--- src/rtl/sys_arr_pkg.sv ---
// -----------------------------------------------------------------------------
// sys_arr_pkg
// Shared types for the systolic-array (GSAU) command/issue path.
//   gsau_seq_state_t : issue sequencer FSM states
//   reg_idx_t        : vector register index for the default 256-entry file
//   OUTST_W          : width of the outstanding write-back counter
//   NROWS_W          : width of the per-command input-row count
// -----------------------------------------------------------------------------
package sys_arr_pkg;

  typedef enum logic [1:0] {
    IDLE   = 2'd0,
    LOAD_W = 2'd1,
    STREAM = 2'd2,
    DRAIN  = 2'd3
  } gsau_seq_state_t;

  // Index into the default 256-entry vector register file.
  typedef logic [7:0] reg_idx_t;

  localparam int unsigned OUTST_W = 9;
  localparam int unsigned NROWS_W = 8;

endpackage

--- src/rtl/gsau_issue_sequencer_if.sv ---
// -----------------------------------------------------------------------------
// gsau_issue_sequencer_if
// Command and issue channels of the GSAU issue sequencer.
//   cmd_* : GEMM command handshake plus base registers and row count
//   iss_* : per-row issue handshake and payload toward the scoreboard side
// Optional: GSAU_SEQ_WEIGHT_REUSE_EN adds cmd_reuse_w to the command channel.
// Modports:
//   master : command producer / issue consumer (control unit, testbench)
//   slave  : the sequencer itself
// -----------------------------------------------------------------------------
interface gsau_issue_sequencer_if #(
  parameter int unsigned REGW = 8
);

  logic            cmd_valid;
  logic            cmd_ready;
  logic [REGW-1:0] cmd_wbase;
  logic [REGW-1:0] cmd_ibase;
  logic [REGW-1:0] cmd_pbase;
  logic [REGW-1:0] cmd_dbase;
  logic [7:0]      cmd_nrows;
`ifdef GSAU_SEQ_WEIGHT_REUSE_EN
  logic            cmd_reuse_w;
`endif

  logic            iss_valid;
  logic            iss_ready;
  logic            iss_weight;
  logic [REGW-1:0] iss_vsrc1;
  logic [REGW-1:0] iss_vsrc2;
  logic [REGW-1:0] iss_vdst;

`ifdef GSAU_SEQ_WEIGHT_REUSE_EN
  modport master (
    output cmd_valid, cmd_wbase, cmd_ibase, cmd_pbase, cmd_dbase, cmd_nrows, cmd_reuse_w,
    input  cmd_ready,
    input  iss_valid, iss_weight, iss_vsrc1, iss_vsrc2, iss_vdst,
    output iss_ready
  );
  modport slave (
    input  cmd_valid, cmd_wbase, cmd_ibase, cmd_pbase, cmd_dbase, cmd_nrows, cmd_reuse_w,
    output cmd_ready,
    output iss_valid, iss_weight, iss_vsrc1, iss_vsrc2, iss_vdst,
    input  iss_ready
  );
`else
  modport master (
    output cmd_valid, cmd_wbase, cmd_ibase, cmd_pbase, cmd_dbase, cmd_nrows,
    input  cmd_ready,
    input  iss_valid, iss_weight, iss_vsrc1, iss_vsrc2, iss_vdst,
    output iss_ready
  );
  modport slave (
    input  cmd_valid, cmd_wbase, cmd_ibase, cmd_pbase, cmd_dbase, cmd_nrows,
    output cmd_ready,
    output iss_valid, iss_weight, iss_vsrc1, iss_vsrc2, iss_vdst,
    input  iss_ready
  );
`endif

endinterface

--- src/rtl/gsau_issue_sequencer.sv ---
// -----------------------------------------------------------------------------
// gsau_issue_sequencer
// Turns one GEMM command into ARR_DIM weight-load beats followed by nrows
// input-row beats, then waits until every issued row has written back.
// Ports:
//   CLK, nRST : clock (rising edge) and asynchronous active-low reset
//   bus       : command + issue channels (gsau_issue_sequencer_if.slave)
//   wb_valid  : one partial-sum row written back this cycle
//   busy      : a command is in progress
//   done      : one-cycle pulse in the cycle the command retires
// Optional: GSAU_SEQ_WEIGHT_REUSE_EN lets a command with cmd_reuse_w=1 and
// the same wbase as the last completed weight load skip LOAD_W.
// All outputs are registered; they are computed from next-state values so
// their timing equals a state decode of the current state.
// Register-index arithmetic wraps modulo 2**REGW (VEGGIEREGS is a power of 2).
// -----------------------------------------------------------------------------
module gsau_issue_sequencer
  import sys_arr_pkg::*;
#(
  parameter int unsigned VEGGIEREGS = 256,
  parameter int unsigned ARR_DIM    = 4
) (
  input  logic                  CLK,
  input  logic                  nRST,
  gsau_issue_sequencer_if.slave bus,
  input  logic                  wb_valid,
  output logic                  busy,
  output logic                  done
);

  localparam int unsigned REGW   = $clog2(VEGGIEREGS);
  localparam int unsigned KW     = (ARR_DIM > 1) ? $clog2(ARR_DIM) : 1;
  localparam logic [KW-1:0] K_LAST = KW'(ARR_DIM - 1);

  gsau_seq_state_t      state_r, state_s;
  logic [REGW-1:0]      wbase_r, wbase_s;
  logic [REGW-1:0]      ibase_r, ibase_s;
  logic [REGW-1:0]      pbase_r, pbase_s;
  logic [REGW-1:0]      dbase_r, dbase_s;
  logic [NROWS_W-1:0]   nrows_r, nrows_s;
  logic [KW-1:0]        k_r, k_s;
  logic [NROWS_W-1:0]   row_r, row_s;
  logic [OUTST_W-1:0]   outst_r, outst_s;
`ifdef GSAU_SEQ_WEIGHT_REUSE_EN
  logic                 wld_valid_r, wld_valid_s;
  logic [REGW-1:0]      wld_base_r, wld_base_s;
`endif

  logic                 iss_valid_r, iss_valid_s;
  logic                 iss_weight_r, iss_weight_s;
  logic [REGW-1:0]      vsrc1_r, vsrc1_s;
  logic [REGW-1:0]      vsrc2_r, vsrc2_s;
  logic [REGW-1:0]      vdst_r, vdst_s;
  logic                 cmd_ready_r, cmd_ready_s;
  logic                 busy_r, busy_s;
  logic                 done_r, done_s;

  logic                 cmd_fire_s;
  logic                 iss_fire_s;
  logic                 inc_s;
  logic                 dec_s;

  assign cmd_fire_s = bus.cmd_valid & cmd_ready_r;
  assign iss_fire_s = iss_valid_r & bus.iss_ready;

  // Next-state, command latch, beat indices and outstanding counter.
  always_comb begin
    state_s = state_r;
    wbase_s = wbase_r;
    ibase_s = ibase_r;
    pbase_s = pbase_r;
    dbase_s = dbase_r;
    nrows_s = nrows_r;
    k_s     = k_r;
    row_s   = row_r;
    inc_s   = 1'b0;
`ifdef GSAU_SEQ_WEIGHT_REUSE_EN
    wld_valid_s = wld_valid_r;
    wld_base_s  = wld_base_r;
`endif
    case (state_r)
      IDLE: begin
        if (cmd_fire_s) begin
          wbase_s = bus.cmd_wbase;
          ibase_s = bus.cmd_ibase;
          pbase_s = bus.cmd_pbase;
          dbase_s = bus.cmd_dbase;
          nrows_s = bus.cmd_nrows;
          k_s     = {KW{1'b0}};
          row_s   = {NROWS_W{1'b0}};
`ifdef GSAU_SEQ_WEIGHT_REUSE_EN
          if (bus.cmd_reuse_w && wld_valid_r && (bus.cmd_wbase == wld_base_r)) begin
            state_s = (bus.cmd_nrows == 8'd0) ? DRAIN : STREAM;
          end else begin
            // The array contents are about to change; forget the old load.
            wld_valid_s = 1'b0;
            state_s     = LOAD_W;
          end
`else
          state_s = LOAD_W;
`endif
        end else begin
          state_s = IDLE;
        end
      end
      LOAD_W: begin
        if (iss_fire_s) begin
          if (k_r == K_LAST) begin
            k_s     = {KW{1'b0}};
            state_s = (nrows_r == 8'd0) ? DRAIN : STREAM;
`ifdef GSAU_SEQ_WEIGHT_REUSE_EN
            wld_valid_s = 1'b1;
            wld_base_s  = wbase_r;
`endif
          end else begin
            k_s = k_r + KW'(1);
          end
        end else begin
          k_s = k_r;
        end
      end
      STREAM: begin
        if (iss_fire_s) begin
          inc_s = 1'b1;
          if (row_r == (nrows_r - 8'd1)) begin
            state_s = DRAIN;
          end else begin
            row_s = row_r + 8'd1;
          end
        end else begin
          row_s = row_r;
        end
      end
      DRAIN: begin
        if (outst_r == {OUTST_W{1'b0}}) begin
          state_s = IDLE;
        end else begin
          state_s = DRAIN;
        end
      end
      default: begin
        state_s = IDLE;
      end
    endcase

    // A write-back with nothing outstanding is stray and ignored.
    dec_s = wb_valid & (outst_r != {OUTST_W{1'b0}});
    case ({inc_s, dec_s})
      2'b10:   outst_s = outst_r + OUTST_W'(1);
      2'b01:   outst_s = outst_r - OUTST_W'(1);
      default: outst_s = outst_r;
    endcase
  end

  // Output values for the cycle after this edge, decoded from next state.
  always_comb begin
    iss_valid_s  = 1'b0;
    iss_weight_s = 1'b0;
    vsrc1_s      = {REGW{1'b0}};
    vsrc2_s      = {REGW{1'b0}};
    vdst_s       = {REGW{1'b0}};
    case (state_s)
      LOAD_W: begin
        iss_valid_s  = 1'b1;
        iss_weight_s = 1'b1;
        vsrc1_s      = wbase_s + REGW'(k_s);
      end
      STREAM: begin
        iss_valid_s  = 1'b1;
        iss_weight_s = 1'b0;
        vsrc1_s      = ibase_s + REGW'(row_s);
        vsrc2_s      = pbase_s + REGW'(row_s);
        vdst_s       = dbase_s + REGW'(row_s);
      end
      default: begin
        iss_valid_s = 1'b0;
      end
    endcase
    cmd_ready_s = (state_s == IDLE);
    busy_s      = (state_s != IDLE);
    // done is visible in the last DRAIN cycle, the one that returns to IDLE.
    done_s      = (state_s == DRAIN) && (outst_s == {OUTST_W{1'b0}});
  end

  // State, latched command and registered outputs.
  always_ff @(posedge CLK or negedge nRST) begin
    if (!nRST) begin
      state_r      <= IDLE;
      wbase_r      <= {REGW{1'b0}};
      ibase_r      <= {REGW{1'b0}};
      pbase_r      <= {REGW{1'b0}};
      dbase_r      <= {REGW{1'b0}};
      nrows_r      <= {NROWS_W{1'b0}};
      k_r          <= {KW{1'b0}};
      row_r        <= {NROWS_W{1'b0}};
      outst_r      <= {OUTST_W{1'b0}};
`ifdef GSAU_SEQ_WEIGHT_REUSE_EN
      wld_valid_r  <= 1'b0;
      wld_base_r   <= {REGW{1'b0}};
`endif
      iss_valid_r  <= 1'b0;
      iss_weight_r <= 1'b0;
      vsrc1_r      <= {REGW{1'b0}};
      vsrc2_r      <= {REGW{1'b0}};
      vdst_r       <= {REGW{1'b0}};
      cmd_ready_r  <= 1'b1;
      busy_r       <= 1'b0;
      done_r       <= 1'b0;
    end else begin
      state_r      <= state_s;
      wbase_r      <= wbase_s;
      ibase_r      <= ibase_s;
      pbase_r      <= pbase_s;
      dbase_r      <= dbase_s;
      nrows_r      <= nrows_s;
      k_r          <= k_s;
      row_r        <= row_s;
      outst_r      <= outst_s;
`ifdef GSAU_SEQ_WEIGHT_REUSE_EN
      wld_valid_r  <= wld_valid_s;
      wld_base_r   <= wld_base_s;
`endif
      iss_valid_r  <= iss_valid_s;
      iss_weight_r <= iss_weight_s;
      vsrc1_r      <= vsrc1_s;
      vsrc2_r      <= vsrc2_s;
      vdst_r       <= vdst_s;
      cmd_ready_r  <= cmd_ready_s;
      busy_r       <= busy_s;
      done_r       <= done_s;
    end
  end

  assign bus.cmd_ready  = cmd_ready_r;
  assign bus.iss_valid  = iss_valid_r;
  assign bus.iss_weight = iss_weight_r;
  assign bus.iss_vsrc1  = vsrc1_r;
  assign bus.iss_vsrc2  = vsrc2_r;
  assign bus.iss_vdst   = vdst_r;
  assign busy           = busy_r;
  assign done           = done_r;

endmodule

--- src/flat_wrapper.sv ---
// flat-port wrapper written by rule: the top's interface ports become plain ports
module gsau_issue_sequencer_flat import sys_arr_pkg::*;
#(
  parameter int unsigned VEGGIEREGS = 256,
  parameter int unsigned ARR_DIM    = 4
)
  (CLK, nRST, wb_valid, busy, done, bus_cmd_valid, bus_cmd_wbase, bus_cmd_ibase, bus_cmd_pbase, bus_cmd_dbase, bus_cmd_nrows, bus_cmd_ready, bus_iss_valid, bus_iss_weight, bus_iss_vsrc1, bus_iss_vsrc2, bus_iss_vdst, bus_iss_ready);
  gsau_issue_sequencer_if #(.REGW(8)) bus_i ();
  input  logic CLK;
  input  logic nRST;
  input  logic wb_valid;
  output logic busy;
  output logic done;
  input wire logic [$bits(bus_i.cmd_valid)-1:0] bus_cmd_valid;
  input wire logic [$bits(bus_i.cmd_wbase)-1:0] bus_cmd_wbase;
  input wire logic [$bits(bus_i.cmd_ibase)-1:0] bus_cmd_ibase;
  input wire logic [$bits(bus_i.cmd_pbase)-1:0] bus_cmd_pbase;
  input wire logic [$bits(bus_i.cmd_dbase)-1:0] bus_cmd_dbase;
  input wire logic [$bits(bus_i.cmd_nrows)-1:0] bus_cmd_nrows;
  output wire logic [$bits(bus_i.cmd_ready)-1:0] bus_cmd_ready;
  output wire logic [$bits(bus_i.iss_valid)-1:0] bus_iss_valid;
  output wire logic [$bits(bus_i.iss_weight)-1:0] bus_iss_weight;
  output wire logic [$bits(bus_i.iss_vsrc1)-1:0] bus_iss_vsrc1;
  output wire logic [$bits(bus_i.iss_vsrc2)-1:0] bus_iss_vsrc2;
  output wire logic [$bits(bus_i.iss_vdst)-1:0] bus_iss_vdst;
  input wire logic [$bits(bus_i.iss_ready)-1:0] bus_iss_ready;
  assign bus_i.cmd_valid = bus_cmd_valid;
  assign bus_i.cmd_wbase = bus_cmd_wbase;
  assign bus_i.cmd_ibase = bus_cmd_ibase;
  assign bus_i.cmd_pbase = bus_cmd_pbase;
  assign bus_i.cmd_dbase = bus_cmd_dbase;
  assign bus_i.cmd_nrows = bus_cmd_nrows;
  assign bus_cmd_ready = bus_i.cmd_ready;
  assign bus_iss_valid = bus_i.iss_valid;
  assign bus_iss_weight = bus_i.iss_weight;
  assign bus_iss_vsrc1 = bus_i.iss_vsrc1;
  assign bus_iss_vsrc2 = bus_i.iss_vsrc2;
  assign bus_iss_vdst = bus_i.iss_vdst;
  assign bus_i.iss_ready = bus_iss_ready;
  gsau_issue_sequencer #(.VEGGIEREGS(VEGGIEREGS), .ARR_DIM(ARR_DIM)) u_core (.CLK(CLK), .nRST(nRST), .bus(bus_i), .wb_valid(wb_valid), .busy(busy), .done(done));
endmodule
--- config.mk ---
export PLATFORM = sky130hd
export DESIGN_NAME = gsau_issue_sequencer_flat
export DESIGN_NICKNAME = d
export VERILOG_FILES = /design/src/rtl/sys_arr_pkg.sv /design/src/rtl/gsau_issue_sequencer_if.sv /design/src/rtl/gsau_issue_sequencer.sv /design/src/flat_wrapper.sv
export SDC_FILE = /design/constraint.sdc
export NUM_CORES = 1
export LEC_CHECK = 0
export BUFFER_PORTS_ARGS = -buffer_cell sky130_fd_sc_hd__buf_4
export CAP_MARGIN = 20
export CORE_ASPECT_RATIO = 1.25
export CORE_MARGIN = 10
export CORE_UTILIZATION = 63
export CTS_BUF_LIST = sky130_fd_sc_hd__clkbuf_8 sky130_fd_sc_hd__clkbuf_16
export CTS_CLUSTER_DIAMETER = 30
export CTS_CLUSTER_SIZE = 20
export DETAILED_ROUTE_END_ITERATION = 8
export PLACE_DENSITY = 0.86
export SETUP_SLACK_MARGIN = 0.4
export SYNTH_ARGS = -nofsm -noshare
export SYNTH_HDL_FRONTEND = slang
export SYNTH_SLANG_ARGS = --single-unit
--- constraint.sdc ---
create_clock -name CLK -period 7.8 [get_ports CLK]
set_input_delay 1.56 -clock CLK [delete_from_list [all_inputs] [get_ports CLK]]
set_output_delay 1.56 -clock CLK [all_outputs]
set_load 0.03 [all_outputs]
==> summary.md <==
| Metric | Value |
|---|---|
| Antenna diodes | `0` |
| Final clock skew | `0.00906 ns` |
| Commonest non-fill, non-tap cell in the layout | `nand2_1` |
| Top delay family on crit path | `simple AND/OR/NAND/NOR gates` |
| Relative slew slack | `37.4%` |
| XOR/XNOR Fraction of Synth Area | `6.25%` |
| CP cell instances | `buf_4, nand2_1, nor2_1, inv_1, ha_1, inv_1, fa_1, nor2b_1, o21ai_0, a21boi_0, o21ai_0, a21boi_0, o31ai_1, or4_1, nor4b_1` |
| DRT antenna net count | `0` |
| Pwr Density | `395 nW/µm²` |
| Syn Area/Cell | `9.31 µm²` |
| Post-CTS Setup Bufs | `0` |
| Global-route wire length before repair | `21200 µm` |
| Clock tree sinks | `90` |
| Synth top area share | `41.8%` |
| Distinct cells, synth | `66` |
| CTS Buf Count | `9` |
| # rows | `37` |
| Max stage delay cell, worst path | `or4_1` |
| Most frequent cells in the layout | `nand2_1, dfrtp_1, buf_4` |
| Mapped Nets | `658` |
| Buf/Inv on CP | `3` |
| Finished Cell Area | `6120 µm²` |
| Worst Path Required | `8.05 ns` |
| Sequential-to-total area share from yosys stat | `42.3%` |
| Compound-Gate Fraction of Synth Area | `12.1%` |
| Final #Nets | `724` |
| FMAX | `213 MHz` |
| GP Congestion | `0.925` |
| Worst Max-Slew Pin Slew | `0.936 ns` |
| IO Count | `74` |
| Post-DP HPWL | `9430 µm` |
| # hold bufs at CTS | `0` |
| Root buffer cell | `clkbuf_8` |
| Cell area after synthesis | `5330 µm²` |
| MaxCap Viol Count | `0` |
| Clock slew at reported path FFs | `0.09 ns` |
| Synth area leader | `dfrtp_1` |
| Area delta synth->final | `15.0%` |
| Synth Warn # | `0` |
| Fin crit period | `4.69 ns` |
| Pleak | `2.96 nW` |
| CTS tree | `yes` |
| Fin. Hold Viols | `0` |
| Vias in the first global route | `4621` |
| Wire length per cell | `17.3 µm` |
| Crit path capture type | `flip-flop` |
| Height of the die | `123 µm` |
| Vias/cell | `5.90` |
| Vias | `4367` |
| Dpl cell area | `5910 µm²` |
| Final period util | `60.2%` |
| Port Buffers | `73` |
| Post_cts resized | `0` |
| TNS Setup | `0 ns` |
| CP max stage delay | `0.54 ns` |
| Largest family of logic cells by synthesized area | `simple AND/OR/NAND/NOR gates` |
| Main synth FF type | `dfrtp_1` |
| Kind of critical path | `primary input to flip-flop` |
| Area contributors post-synth | `dfrtp_1, ha_1, nand2_1` |
| Total grt overflow | `0` |
| Outcome | `completed` |
| Core Region | `8240 µm²` |
| Post-Syn Instances | `572` |
| Min-Delay Path Class | `flip-flop to flip-flop` |
| Post-Synth Adder-Cell Area | `10.5%` |
| Fin. max-slew vios | `0` |
| Flop and latch count out of synthesis | `90` |
| Die area | `12600 µm²` |
| RSZ-0062 raised after global routing | `no` |
| Total Routing Usage GR | `21.0%` |
| Crit start category | `primary input` |
| TritonRoute pass-1 iters | `5` |
| Antenna violations before repair | `0` |
| Clk buf depth | `2` |
| Clk_lat worst skew | `0.36 ns` |
| Die width | `102 µm` |
| Crit Path Max Fanout | `9` |
| Residual DRC | `0` |
| Number of synthesized flops with an enable pin | `0` |
| H-tree depth | `3` |
| Synthesized-area fraction occupied by and/or/nand/nor cells | `20.1%` |
| Peak VDD IR | `0.235 mV` |
| Initial Util | `64.6%` |
| Final setup viols | `0` |
| FFs w/ async S/R, synth | `100%` |
| Arrival time worst endpoint | `4.95 ns` |
| Mux cell area share after synthesis | `4.09%` |
| Share of cells above drive strength 1 | `16.2%` |
| Pin count of the biggest net entering global routing | `91` |
| Routed wire length | `12800 µm` |
| DR iter-0 viols | `233` |
power breakdown:
group	switching [mW]	total [mW]	internal [mW]
Combinational	0.793	1.33	0.533
Clock	0.167	0.311	0.145
Sequential	0.130	0.783	0.652
flip-flops by register name, summed over array words and instances (netlist names), 2 cells and up:
name	count
u_core.bus.iss_vsrc1	8
u_core.k_r	2
u_core.pbase_r	8
u_core.bus.iss_vsrc2	8
u_core.state_r	2
u_core.ibase_r	8
u_core.dbase_r	8
u_core.nrows_r	8
u_core.bus.iss_vdst	8
u_core.outst_r	9
u_core.wbase_r	8
u_core.row_r	8
layout make-up:
| class | instances | area, µm² |
|---|---|---|
| sequential | 90 | 2250 |
| tap | 97 | 121 |
| fill | 616 | 2120 |
| inverter | 42 | 158 |
| clock inverter | 7 | 62.6 |
| clock buffer | 9 | 124 |
| multi-input combinational | 420 | 2820 |
| timing repair buffer | 75 | 583 |
per-stage QoR:
step           hold WS, ns  instances  worst slack [ns]  utilization (%)  power [mW]
2_1_floorplan        0.444        572              3.33                -        1.74
3_3_place_gp         0.460        723              3.06             71.7        2.03
3_5_place_dp         0.465        723              2.79             71.7        2.10
4_1_cts              0.487        739              3.16             74.0        2.42
5_1_grt              0.505        740              2.70             74.3        2.61
6_report             0.485        740              3.11             74.3        2.42
cells by family (layout without fill, tap and decap cells):
logic type	Yosys count	after routing
buffers and inverters	62	133
muxes	21	21
adders and majority gates	42	42
DFF	90	90
AOI/OAI and AO/OA	94	94
xor gates and xnor gates	38	38
and+or+nand+nor	225	225
worst min-delay path, cell delays in order, from the launching register on:
cell and delay, ns:
dfrtp_1 0.33, nand2_1 0.04, nand2_1 0.08
worst paths after layout:
check,from,endpoint,slack [ns],cells after the start
max,bus_iss_ready,u_core.done$_DFF_PN0_,3.11,15
min,u_core.ibase_r[3]$_DFF_PN0_,u_core.ibase_r[3]$_DFF_PN0_,0.48,2
max reg2reg,u_core.nrows_r[2]$_DFFE_PN0P_,u_core.bus.iss_vsrc1[5]$_DFF_PN0_,3.35,15
min reg2reg,u_core.ibase_r[3]$_DFF_PN0_,u_core.ibase_r[3]$_DFF_PN0_,0.48,2
max in group asynchronous,nRST,u_core.dbase_r[5]$_DFF_PN0_,6.03,2
min in group asynchronous,nRST,u_core.outst_r[0]$_DFF_PN0_,1.15,1
Yosys cell counts, drive strengths merged, types with 9 or more instances:
| cell type | n |
|---|---|
| a21oi | 20 |
| clkbuf | 15 |
| dfrtp | 89 |
| ha | 36 |
| inv | 42 |
| mux2i | 18 |
| nand2 | 108 |
| nand3 | 9 |
| nor2 | 40 |
| nor3 | 12 |
| o21ai | 19 |
| xnor2 | 26 |
| xor2 | 12 |
layer usage:
| layer | up-vias | global-route usage [%] | part of all wire (%) |
|---|---|---|---|
| li1 | 2092 | - | - |
| met1 | 2103 | 24.0 | 40 |
| met2 | 144 | 37.0 | 53 |
| met3 | 28 | 3.43 | 5.1 |
| met4 | 0 | 10.3 | 2.3 |
| met5 | - | 0 | 0 |
No activity file was read; power rests on OpenSTA's default activity.
